[src/rtl/sobel_st_source.sv]
// Sobel output stage: reads the gradient memory in order and streams it out as one
// Avalon-ST packet. Define SOBEL_ST_SAT_EN to saturate gradients instead of scaling them.
module sobel_st_source #(
    parameter int PIX_COUNT = 3844,
    parameter int ADDR_W    = 12,
    parameter int G_W       = 11,
    parameter int DATA_W    = 8
) (
    input  logic              clk_i,
    input  logic              rst_i,
    input  logic              dataAvailable_i,
    output logic [ADDR_W-1:0] memGrdAddr_o,
    output logic              memGrdEn_o,
    input  logic [G_W-1:0]    memGrdData_i,
    output logic [DATA_W-1:0] src_data_o,
    output logic              src_valid_o,
    input  logic              src_ready_i,
    output logic              src_sop_o,
    output logic              src_eop_o,
    output logic              outputSent_o,
    output logic              busy_o
);

    localparam int CNT_W = ADDR_W + 1;
    localparam logic [CNT_W-1:0] PIX_N    = CNT_W'(PIX_COUNT);
    localparam logic [CNT_W-1:0] PIX_LAST = CNT_W'(PIX_COUNT - 1);

    typedef enum logic [1:0] {IDLE, STREAM, DONE} state_t;

    state_t            state;
    logic [CNT_W-1:0]  rd_cnt;
    logic [CNT_W-1:0]  sent_cnt;
    logic [DATA_W-1:0] fifo_mem [2];
    logic              fifo_wr_ptr;
    logic              fifo_rd_ptr;
    logic [1:0]        fifo_count;
    logic              in_flight;
    logic [DATA_W-1:0] conv_data;
    logic              pop;
    logic              rd_en;
    logic [2:0]        occupancy;
    logic              unused_bits;

    assign unused_bits = ^memGrdData_i;

    generate
        if (DATA_W == G_W) begin : g_same_width
            assign conv_data = memGrdData_i;
        end else begin : g_convert
`ifdef SOBEL_ST_SAT_EN
            assign conv_data = (|memGrdData_i[G_W-1:DATA_W]) ? {DATA_W{1'b1}}
                                                             : memGrdData_i[DATA_W-1:0];
`else
            assign conv_data = memGrdData_i[G_W-1 -: DATA_W];
`endif
        end
    endgenerate

    // Handshake: a beat transfers on every rising edge where src_valid_o & src_ready_i;
    // while valid is high and ready is low, data/sop/eop hold their values.
    assign pop       = src_valid_o & src_ready_i;
    // FIFO slots plus the read already in flight must never exceed the 2 FIFO entries.
    assign occupancy = {1'b0, fifo_count} + {2'b00, in_flight} - {2'b00, pop};
    assign rd_en     = (state == STREAM) && (rd_cnt < PIX_N) && (occupancy < 3'd2);

    assign memGrdEn_o   = rd_en;
    assign memGrdAddr_o = rd_cnt[ADDR_W-1:0];
    assign src_valid_o  = (fifo_count != 2'd0);
    assign src_data_o   = fifo_mem[fifo_rd_ptr];
    assign src_sop_o    = src_valid_o && (sent_cnt == '0);
    assign src_eop_o    = src_valid_o && (sent_cnt == PIX_LAST);
    assign busy_o       = (state != IDLE);
    assign outputSent_o = (state == DONE);

    always_ff @(posedge clk_i or posedge rst_i) begin
        if (rst_i) begin
            state       <= IDLE;
            rd_cnt      <= '0;
            sent_cnt    <= '0;
            fifo_wr_ptr <= 1'b0;
            fifo_rd_ptr <= 1'b0;
            fifo_count  <= 2'd0;
            in_flight   <= 1'b0;
            for (int i = 0; i < 2; i++) begin
                fifo_mem[i] <= '0;
            end
        end else begin
            in_flight <= rd_en;
            if (rd_en) begin
                rd_cnt <= rd_cnt + 1'b1;
            end
            if (pop) begin
                sent_cnt    <= sent_cnt + 1'b1;
                fifo_rd_ptr <= ~fifo_rd_ptr;
            end
            // Memory data returned one cycle after the strobe lands in the FIFO here.
            if (in_flight) begin
                fifo_mem[fifo_wr_ptr] <= conv_data;
                fifo_wr_ptr           <= ~fifo_wr_ptr;
            end
            fifo_count <= fifo_count + {1'b0, in_flight} - {1'b0, pop};

            case (state)
                IDLE: begin
                    if (dataAvailable_i) begin
                        state    <= STREAM;
                        rd_cnt   <= '0;
                        sent_cnt <= '0;
                    end
                end
                STREAM: begin
                    if (pop && (sent_cnt == PIX_LAST)) begin
                        state <= DONE;
                    end
                end
                DONE:    state <= IDLE;
                default: state <= IDLE;
            endcase
        end
    end

endmodule

[config.mk]
export PLATFORM = sky130hd
export DESIGN_NAME = sobel_st_source
export DESIGN_NICKNAME = d
export VERILOG_FILES = /design/src/rtl/sobel_st_source.sv
export SDC_FILE = /design/constraint.sdc
export NUM_CORES = 1
export LEC_CHECK = 0
export CAP_MARGIN = 20
export CORE_ASPECT_RATIO = 1.5
export CORE_MARGIN = 4
export CORE_UTILIZATION = 40
export CTS_BUF_LIST = sky130_fd_sc_hd__clkbuf_16
export DETAILED_ROUTE_END_ITERATION = 8
export HOLD_SLACK_MARGIN = 0.06
export PLACE_DENSITY = 0.63
export SKIP_LAST_GASP = 1
export SLEW_MARGIN = 5
export SYNTH_ARGS = -nofsm -noshare
export SYNTH_HDL_FRONTEND = slang
export SYNTH_SLANG_ARGS = --single-unit
export TNS_END_PERCENT = 20
[constraint.sdc]
create_clock -name clk_i -period 7.7 [get_ports clk_i]
set_clock_uncertainty 0.2 [all_clocks]
set_input_delay 1.54 -clock clk_i [delete_from_list [all_inputs] [get_ports clk_i]]
set_output_delay 1.54 -clock clk_i [all_outputs]
set_load 0.005 [all_outputs]
# Word level (Yosys, flattened, before mapping)

Cells that the tools add are included.

Register bits: 49
ROM bits: 0
Latch bits: 0
Memory bits (writable): 0
Word-level logic and storage cells: 56
Output and inout bits: 26
Input port bits: 15
Memories kept: 0

Muxes and demuxes: 15
Order comparisons: 5
Multipliers: 0
Divide/modulo/power cells: 0
Equality and inequality tests: 5
Add/subtract/negate cells: 6
Bitwise operators: 5
Reduce and logical (&&, ||, !) cells: 11
Shift operators: 0

Operators by type and width:

| operator                                                                        | count |
|---|---|
| 13-bit two-way mux                                                              | 6 |
| 8-bit two-way mux                                                               | 4 |
| 13-bit by 1-bit adder with 13-bit output (second input constant)                | 2 |
| 16-bit bitwise mux                                                              | 1 |
| 13-bit by 12-bit equality test with 1-bit output (second input constant)        | 1 |
| 13-bit logical NOT                                                              | 1 |
| 13-bit by 12-bit less-than comparator with 1-bit output (second input constant) | 1 |
| 8-bit demux with 1-bit select                                                   | 1 |
| 1-bit logical AND                                                               | 6 |
| 2-bit greater-or-equal comparator (second input constant)                       | 2 |
| 2-bit two-way mux                                                               | 2 |
| 1-bit inverter with 2-bit output                                                | 2 |
| 2-bit one-hot mux with 2 select lines                                           | 1 |
| 2-bit nonzero test                                                              | 2 |
| 2-bit by 1-bit adder with 3-bit output                                          | 1 |
| 3-bit by 2-bit less-than comparator with 1-bit output (second input constant)   | 1 |
| 3-bit by 1-bit subtractor with 3-bit output                                     | 1 |
| 2-bit by 1-bit adder with 2-bit output                                          | 1 |
| 2-bit by 1-bit equality test with 1-bit output (second input constant)          | 1 |
| 2-bit equality test (second input constant)                                     | 1 |
| 2-bit logical NOT                                                               | 1 |
| 2-bit by 1-bit less-than comparator with 1-bit output (second input constant)   | 1 |
| 2-bit by 1-bit inequality test with 1-bit output (second input constant)        | 1 |
| 2-bit inequality test (second input constant)                                   | 1 |
| 4 further kinds                                                                 | 5 |

# Longest topological paths before layout

Depth in word-level cells: 8
Gate-level depth with buffers: 11
Depth with buffers taken out: 10

# Least setup slack after synthesis

Ideal clock, no wire load.

Path kind: input to output
Start point: input port src_ready_i
End point: output port memGrdEn_o
Buffers on the path: 1
Stages: 9
Setup slack: 2.806 ns
Data arrival time: 3.154 ns
Data required time: 5.960 ns
Cell sequence: nand2_1 -> xnor2_1 -> ha_1 -> inv_1 -> fa_1 -> and4bb_2 -> nand2_1 -> clkbuf_1 -> nor2_1

Longest elaborated chain between the ends: 4

Ends and longest elaborated chain:

| element                                               | line | source |
|---|---|---|
| start: declaration                                    | 17   | `input logic src_ready_i,` |
| 1-bit bitwise AND                                     | 61   | `assign pop = src_valid_o & src_ready_i;` |
| 3-bit by 1-bit subtractor with 3-bit output           | 63   | `assign occupancy = {1'b0, fifo_count} + {2'b00, in_flight} - {2'b00, pop};` |
| 3-bit by 2-bit less-than comparator with 1-bit output | 64   | `assign rd_en = (state == STREAM) && (rd_cnt < PIX_N) && (occupancy < 3'd2);` |
| 1-bit logical AND                                     | 64   |  |
| end: declaration                                      | 13   | `output logic memGrdEn_o,` |

No other way between the ends.

# Worst setup path after layout

Ends and elaborated chain as after synthesis.

==> out/results.ini <==
[cts]
postCtsHoldBufs=0
path_clk_slew_ns=0.06
root_buffer=clkbuf_16
cts_sinks=49
post_cts_buffers=0
htree_levels=2
clock_latency_ns=0.29
post_cts_resized=0
cts_buffer_depth=2
cts_tree=built
cts_buffers=5

[final_layout]
n_antenna_cell=0
num-nets-final=280
drive_gt1_share_pct=14.9
nFillCells=566
area_growth_pct=22.4
final_cell_mix=49 x dfrtp_1, 37 x clkdlybuf4s50_1, 24 x mux2_2
final_common_cell=dfrtp_1

[global_routing]
antenna_found_initial=0
track_usage_pct=14.7
grt_pass1_vias=1879
grt_pass1_wl_um=8910
grt_overflow=0
grt_max_degree=50

[status]
outcome=finished clean

[detailed_routing]
viasPerCell=5.54
wl_per_cell_um=15.5
drc=0
vias=1856
routed_wl_um=5200
ant_nets=0
drt_first_pass_iters=4
drt_iter0_markers=73

[sta]
rsz0062_at_grt=no
worstMarginPinSlew_ns=0.827
period_share_pct=81.8
relSlewSlack_pct=44.9
fmax_mhz=159
finalSetupViolations=0
min_period_ns=6.30
final-max-slew-violation-count=0
whs_ns=0.294
finalHoldViolCount=0
tns_ns=0

[logic_synthesis]
syn-num-nets=253
yosysSeqAreaShare_pct=48.8
synth_cells=233
synth_edf_count=0
ys_warn_count=0
synth-main-ff-cell=dfrtp_1
syn_area_sq_um=2510
async_flop_share_pct=100
yosys_register_bits=49
synth_cell_types=39
avgSynthCellArea_sq_um=10.8

[power]
leakage_nw=1.30
swShare_pct=31.0
p_int_uw=784
p_seq_share_pct=37.3
power_switching_uw=353
p_per_area_nw_per_um2=370
p_clk_share_pct=24.9
ir_drop_mv=0.193
pwr-share-comb_pct=37.8

[floorplanning]
start_util_pct=41.0
core-area_sq_um=6130
die_h_um=105
num_rows=35
die_x_um=72.7
die-area_sq_um=7640
ios=41

[setup_path]
arrival_ns=4.56
path_class=in -> out
worstPathRequired_ns=5.96
start_kind=input port
r2r_slack_ns=4.26
r2r_cells=10
r2r_end=rd_cnt[7]
r2r-start=fifo_count[1]
worstPathMaxFanout=13
cp-end-kind=output port

[run]
drv_cap=0

[hold_path]
hold_start=fifo_wr_ptr
worstHoldEndpoint=fifo_wr_ptr
hp-class=reg -> reg
whs_path_depth=1

[place]
io_buffers=37
hpwlAfterDp_um=3540
gp_routability_congestion=0.792

## layer usage
metal | routed length [um] | vias up | GRT usage, %
li1 | - | 889 | -
met1 | 2280 | 931 | 18.4
met2 | 2670 | 28 | 24.7
met3 | 151 | 8 | 2.50
met4 | 103 | 0 | 5.41
met5 | 0 | - | 0
## state kept, by name (all words and copies together) (netlist names)
| name | count |
|---|---|
| fifo_mem | 16 |
| state | 2 |
| in_flight | 1 |
| rd_cnt | 13 |
| fifo_rd_ptr | 1 |
| fifo_count | 2 |
| fifo_wr_ptr | 1 |
| sent_cnt | 13 |
## cell families after synthesis
| kind of cell | count (synthesis) | share of synthesized area, % |
|---|---|---|
| flops | 49 | 48.8 |
| fa+ha+maj | 5 | 2.79 |
| simple gates | 84 | 18.3 |
| mux | 26 | 11.6 |
| xor+xnor | 12 | 4.18 |
| compound gates | 33 | 8.91 |
| buf+inv | 24 | 5.43 |
## cell usage after synthesis, types with 6 or more instances
cell	n	area share, %
mux2_2	24	11
nor2_1	14	2.1
nand4_1	6	1.5
xor2_1	6	2.1
buf_4	12	3.6
and3_1	6	1.5
dfrtp_1	49	49
nand2_1	18	2.7
nand3_1	9	1.8
a21oi_1	12	2.4
xnor2_1	6	2.1
inv_1	6	0.90
## layout make-up
cell class	instances	area (sq um)	area share (%)
multi-input combinational	160	1150	37.4
inverter	6	22.5	0.732
timing repair buffer	38	390	12.7
tap	74	92.6	3.01
sequential	49	1230	39.9
clock inverter	3	68.8	2.24
clock buffer	5	125	4.07
## critical path: stages
cell	delay, ns
clkdlybuf4s50_1	0.57
nand2_1	0.22
xnor2_1	0.21
ha_1	0.16
inv_1	0.05
fa_1	0.50
and4bb_2	0.26
nand2_1	0.24
nor2_1	0.27
clkdlybuf4s50_1	0.54
## stage by stage
step                power, mW  area (sq um)  setup WS, ns  std cells  utilization (%)
CTS                      1.15          3060          1.36        334             49.8
floorplan               0.692          2510          2.81        233                -
detailed placement      0.859          2860          1.40        326             46.7
global placement        0.849          2860          1.47        326             46.7
global route             1.22          3080          1.18        335             50.2
finish                   1.14          3080          1.40        335             50.2
## power by group through the flow
stage	logic, mW	registers [mW]	clock network [mW]
after global placement	0.423	0.426	0
after floorplan	0.294	0.397	0
after detailed placement	0.430	0.429	0
after global routing	0.482	0.437	0.299
after CTS	0.437	0.424	0.291
final	0.430	0.424	0.283
## how the worst max path moves through the flow
stage / from / endpoint / slack [ns]
final: src_ready_i / memGrdEn_o / 1.40
after global routing: src_ready_i / memGrdEn_o / 1.18
after floorplan: src_ready_i / memGrdEn_o / 2.81
after CTS: src_ready_i / memGrdEn_o / 1.36
after global placement: src_ready_i / memGrdEn_o / 1.47
after detailed placement: src_ready_i / memGrdEn_o / 1.40
(Power assumes the default switching activity.)
==> variant 1, RTL diff (config.mk and constraints unchanged) <==
Build with the macro `SOBEL_ST_SAT_EN` defined.
--- a/src/rtl/sobel_st_source.sv
+++ b/src/rtl/sobel_st_source.sv
@@ -1,4 +1,6 @@
 // Sobel output stage: reads the gradient memory in order and streams it out as one
 // Avalon-ST packet. Define SOBEL_ST_SAT_EN to saturate gradients instead of scaling them.
+`define SOBEL_ST_SAT_EN
+
 module sobel_st_source #(
     parameter int PIX_COUNT = 3844,
Function: changed (a bounded check fails within 4 cycles, from zero or initial values and one cycle with rst_i high).
==> variant 1 against the unedited design <==
- die area is 0.67% higher
- cell area is 0.53% lower
- setup slack better by 250 ps
- combinational power is 11% lower
- critical endpoint unchanged
- sequential cell count stayed put
- area after synthesis is 0.75% higher
- total power is 12% lower
- routed wire length is 1.1% lower
- non-clock buffer count is 3 higher
==> variant 1: results (changes against the unedited design) <==
Yosys
  • Fraction of registers with async set/reset: 100.0% (unchanged)
  • Syn Nets: 283 (+12%)
  • Synth Flop Type: dfrtp_1
  • Synth unique cells: 37 (-5.1%)
  • Synth warn: 0 (unchanged)
  • Top cells by area, synth: dfrtp_1 (48%), nor2_1 (4.6%), a21oi_1 (4.0%), buf_4 (3.6%), mux2_2 (3.6%)
  • Synth cell count leaders: dfrtp_1 (49), nor2_1 (31), nand2_1 (21), a21oi_1 (20), o21ai_0 (13)
  • Register area share after synthesis: 48.44% (-0.36 points)

Routing
  • DR vias/cell: 5.341 (-3.6%)
  • WL/cell: 14.13 µm (-8.9%)
  • Starting DRT DRC Count: 145 (+99%)
  • DR pass1 iterations: 4 (unchanged)

Cells and area
  • Diodes inserted: 0 (unchanged)
  • Share of cells above drive strength 1: 7.931% (-7.0 points)
  • Fillers: 575 (+1.6%)
  • Top Registers: fifo_mem: 16 flops, rd_cnt: 13 flops, sent_cnt: 13 flops
  • Max FFs per register: 16 (unchanged)
  • Nets: 309 (+10%)

Pwr
  • LEAKAGE: 1.246 nW (-4.1%)
  • Peak supply drop: 0.1600 mV (-17%)
  • Psw: 0.3414 mW (-3.2%)

GRT
  • Antenna violations before repair: 0 (unchanged)
  • Pin count of the biggest net entering global routing: 50 (unchanged)
  • GRT Total Usage: 14.92% (+0.25 points)
  • Number of global-route vias before repair: 2005 (+6.7%)
  • First-pass GRT wire length: 9225 µm (+3.6%)

Place
  • DP Wirelength: 3620 µm (+2.4%)
  • Placer Congestion: 0.8647 (+9.2%)
  • # port buffers: 40 (+8.1%)

Outcome
  • Status: completed

Clocking
  • H-tree Lvls: 2 (unchanged)
  • Clock-pin slew on the worst setup and hold paths: 60 ps (about the same)
  • Num CTS Buffers: 5 (unchanged)
  • Post-cts resize count: 0 (unchanged)
  • Clk_lat worst skew: 280 ps
  • Post-CTS setup buffer count: 0 (unchanged)
  • CTS root buffer: clkbuf_16
  • Clk buf depth: 2 (unchanged)

Timing
  • Worst slew pin tran: 903.4 ps (+76.57 ps)
  • Final setup fails: 0 (unchanged)

Job
  • MaxCap Viol Count: 0 (unchanged)

Hold path
  • HP Class: flop to flop

Critical path
  • CP Max Fanout: 6 (-7)
  • Critical Path Slowest Stage Cell: clkdlybuf4s50_1
  • Arrival @ worst endpoint: 4310 ps (-250 ps)
  • CP delay by family, top: buffers and inverters
  • Delay of the slowest critical-path stage: 570 ps (about the same)
==> variant 1: changes by cell type after synthesis, moves of 4 or more <==
cell,change
a21oi_1,+8
clkbuf_1,+5
inv_1,+4
mux2_2,-16
nor2_1,+17
o21ai_0,+8
==> variant 1: stage by stage <==
stage / worst slack, ps / instances / cell area (µm²)
floorplan: 2944 / 263 / 2531
CTS: 1653 / 363 / 3039
global placement: 1733 / 355 / 2897
detailed placement: 1666 / 355 / 2897
global route: 1413 / 364 / 3059
finish: 1649 / 364 / 3059
==> variant 1: area by class of cell <==
| cell class | count | area (µm²) | area share (%) |
|---|---|---|---|
| Inverter | 10 | 37.54 | 1.227 |
| Tap cell | 74 | 92.59 | 3.027 |
| Multi-Input combinational cell | 182 | 1140 | 37.26 |
| Clock inverter | 3 | 17.52 | 0.5726 |
| Sequential cell | 49 | 1226 | 40.08 |
| Timing Repair Buffer | 41 | 420.4 | 13.74 |
| Clock buffer | 5 | 125.1 | 4.090 |
==> variant 1: kinds of logic (layout without fill, tap and decap cells) <==
logic type                 after synthesis  count (layout)  synth area share, %
AOI/OAI and AO/OA                       46              46                11.12
and+or+nand+nor                        107             107                21.85
buffers and inverters                   32              59                6.525
adders and majority gates                5               5                2.768
DFF                                     49              49                48.44
muxes                                   12              12                5.141
xor gates and xnor gates                12              12                4.153
==> variant 1: worst paths after layout <==
path / start / to / slack, ps / depth (start not counted)
max in group asynchronous: rst_i / state[0] / 5410 / 3
min in group asynchronous: rst_i / fifo_mem[2] / 1380 / 2
worst min-delay path: fifo_mem[8] / fifo_mem[8] / 280 / 2
worst max-delay path: src_ready_i / memGrdEn_o / 1650 / 10
worst min register to register: fifo_mem[8] / fifo_mem[8] / 280 / 2
worst max register to register: fifo_count[1] / rd_cnt[7] / 4260 / 10
==> variant 1: worst min-delay path, stage by stage, from the launching register on <==
cell and delay, ps:
dfrtp_1 340, nand2_1 40, o21ai_0 60
==> variant 1: power by group through the flow <==
stage	sequential [mW]	combinational [mW]	clock [mW]
6_report	0.412	0.381	0.210
5_1_grt	0.429	0.438	0.227
3_5_place_dp	0.417	0.383	0
3_3_place_gp	0.414	0.374	0
2_1_floorplan	0.388	0.264	0
4_1_cts	0.413	0.387	0.216
==> variant 1: routing by layer <==
layer	track usage, %	wire [µm]	up-vias	share of wire (%)
met5	0	0	-	0
met4	5.409	84	0	1.6
met3	3.149	185	8	3.6
met2	25.58	2678	29	52
met1	18.00	2196	941	43
li1	-	-	966	-
==> variant 2, RTL diff (config.mk and constraints unchanged) <==
Without the edit above. One comparison of `sent_cnt` changes from == to >=.
--- a/src/rtl/sobel_st_source.sv
+++ b/src/rtl/sobel_st_source.sv
@@ -69,5 +69,5 @@
     assign src_data_o   = fifo_mem[fifo_rd_ptr];
     assign src_sop_o    = src_valid_o && (sent_cnt == '0);
-    assign src_eop_o    = src_valid_o && (sent_cnt == PIX_LAST);
+    assign src_eop_o    = src_valid_o && (sent_cnt >= PIX_LAST);
     assign busy_o       = (state != IDLE);
     assign outputSent_o = (state == DONE);
Behaviour: same outputs for any inputs over 10 cycles, from zero or initial values and one cycle with rst_i high; that may be too few to reach the edited logic, so the function may still have changed.
==> variant 2 against the unedited design <==
- first-iteration DRC count rose by 73%
- fmax rose by 0.47%
- routed wire length fell by 2.0%
- area after synthesis fell by 0.25%
- setup slack improved by 29 ps
- clock power fell by 15%
- cell area fell by 0.81%
- sequential cell count did not move
- total power fell by 3.3%
- global-route usage fell by 0.34 points
- synthesized cell count fell by 0.43%
==> variant 2: results (changes against the unedited design) <==
Outcome
  • Status: completed

Cells and area
  • Diodes inserted: 0 (unchanged)
  • Share of cells above drive strength 1: 13.41% (-1.5 points)
  • Fin cells: 335 (unchanged)
  • Top Registers: fifo_mem: 16 flops, rd_cnt: 13 flops, sent_cnt: 13 flops
  • Fillers: 562 (-0.71%)
  • Area of the multi-input gates: 0.001145 mm² (-0.43%)

Clocking
  • Clock-pin slew on the worst setup and hold paths: 60 ps (about the same)
  • CTS root buffer: clkbuf_16
  • Clk buf depth: 2 (unchanged)
  • Post-CTS setup buffer count: 0 (unchanged)

Yosys
  • Mean Syn Cell Area: 10.80 µm² (+0.18%)
  • Register area share after synthesis: 48.93% (+0.12 points)
  • Synth warn: 0 (unchanged)
  • Syn Nets: 252 (-0.40%)
  • Synth Flop Type: dfrtp_1
  • Synth unique cells: 42 (+7.7%)
  • Synth cell count leaders: dfrtp_1 (49), mux2_2 (24), nor2_1 (21), nand2_1 (15), buf_4 (12)
  • Fraction of registers with async set/reset: 100.0% (unchanged)
  • Top-count cell post-synth: dfrtp_1
  • Top cells by area, synth: dfrtp_1 (49%), mux2_2 (11%), buf_4 (3.6%), nor2_1 (3.1%), xor2_1 (2.8%)

Place
  • Placed insts: 326 (unchanged)
  • Post-DP Area: 0.002860 mm² (about the same)
  • DP Wirelength: 3578 µm (+1.2%)
  • Placement Setup Slack: 1445 ps (+46.42 ps)
  • Placer Congestion: 0.7966 (+0.58%)

Routing
  • DR pass1 iterations: 4 (unchanged)
  • DR vias/cell: 5.454 (-1.6%)
  • Starting DRT DRC Count: 126 (+73%)
  • WL/cell: 15.20 µm (-2.0%)

GRT
  • Number of global-route vias before repair: 1872 (-0.37%)
  • Antenna violations before repair: 0 (unchanged)
  • GRT Total Usage: 14.32% (-0.34 points)
  • Pin count of the biggest net entering global routing: 50 (unchanged)
  • First-pass GRT wire length: 8680 µm (-2.5%)

Hold path
  • Hold Path End: fifo_mem[7]
  • Hold path cells: 1 (unchanged)
  • HP Class: flop to flop
  • HP Start: fifo_mem[7]

Critical path
  • Critical Path Slowest Stage Cell: clkdlybuf4s50_1
  • Reg-to-reg startpoint: fifo_count[1]
  • R2R Path End: rd_cnt[7]
  • CP Capture Point: memGrdEn_o
  • Delay of the slowest critical-path stage: 550 ps (-20 ps)
  • CP delay by family, top: simple AND/OR/NAND/NOR gates
  • Arrival @ worst endpoint: 4530 ps (-30 ps)
  • Critical Path Source: src_ready_i
  • CP Max Fanout: 7 (-6)
  • Reg-to-reg slack, setup: 4340 ps (+80 ps)
  • Worst r2r path cells: 11 (+1)

Timing
  • Fmax: 0.1595 GHz (+0.47%)
  • Max_slew headroom: 46.03% (+1.2 points)
  • Hold_ws: 303.4 ps (+9.357 ps)

Pwr
  • Tot Pwr: 1.099 mW (-3.3%)
  • Clk network pwr share: 21.8% (-3.1 points)
  • Logic power comb: 0.428 mW
  • Sw Share: 31.27% (+0.26 points)
  • Peak supply drop: 0.1894 mV (-2.1%)
  • LEAKAGE: 1.295 nW (-0.32%)
==> variant 2: changes by cell type after synthesis, moves of 3 or more <==
cell / delta
and4b_1: -3
o21a_1: -3
nand2_1: -3
and3_1: -5
nor2_1: +7
==> variant 2: kinds of logic (layout without fill, tap and decap cells) <==
family / after synthesis / after routing / synth area share, %
xor+xnor: 12 / 12 / 4.194
buf+inv: 24 / 53 / 5.392
fa+ha+maj: 5 / 5 / 2.796
flops: 49 / 49 / 48.93
simple gates: 84 / 84 / 18.52
mux: 28 / 28 / 12.38
compound gates: 30 / 30 / 7.789
==> variant 2: per-layer routing <==
metal  up-vias  share of wire, %  GRT usage (%)
met5         -                 0              0
met4         0               1.0          5.541
met3         4               2.5          2.791
met2        31                55          24.42
met1       915                42          17.39
li1        877                 -              -
==> variant 2: cell type report <==
class                      instances  area share [%]
clock buffer                       5           4.102
clock inverter                     3           1.231
inverter                           7          0.8614
multi-input combinational        159           37.53
sequential                        49           40.20
tap                               74           3.035
timing repair buffer              38           13.04
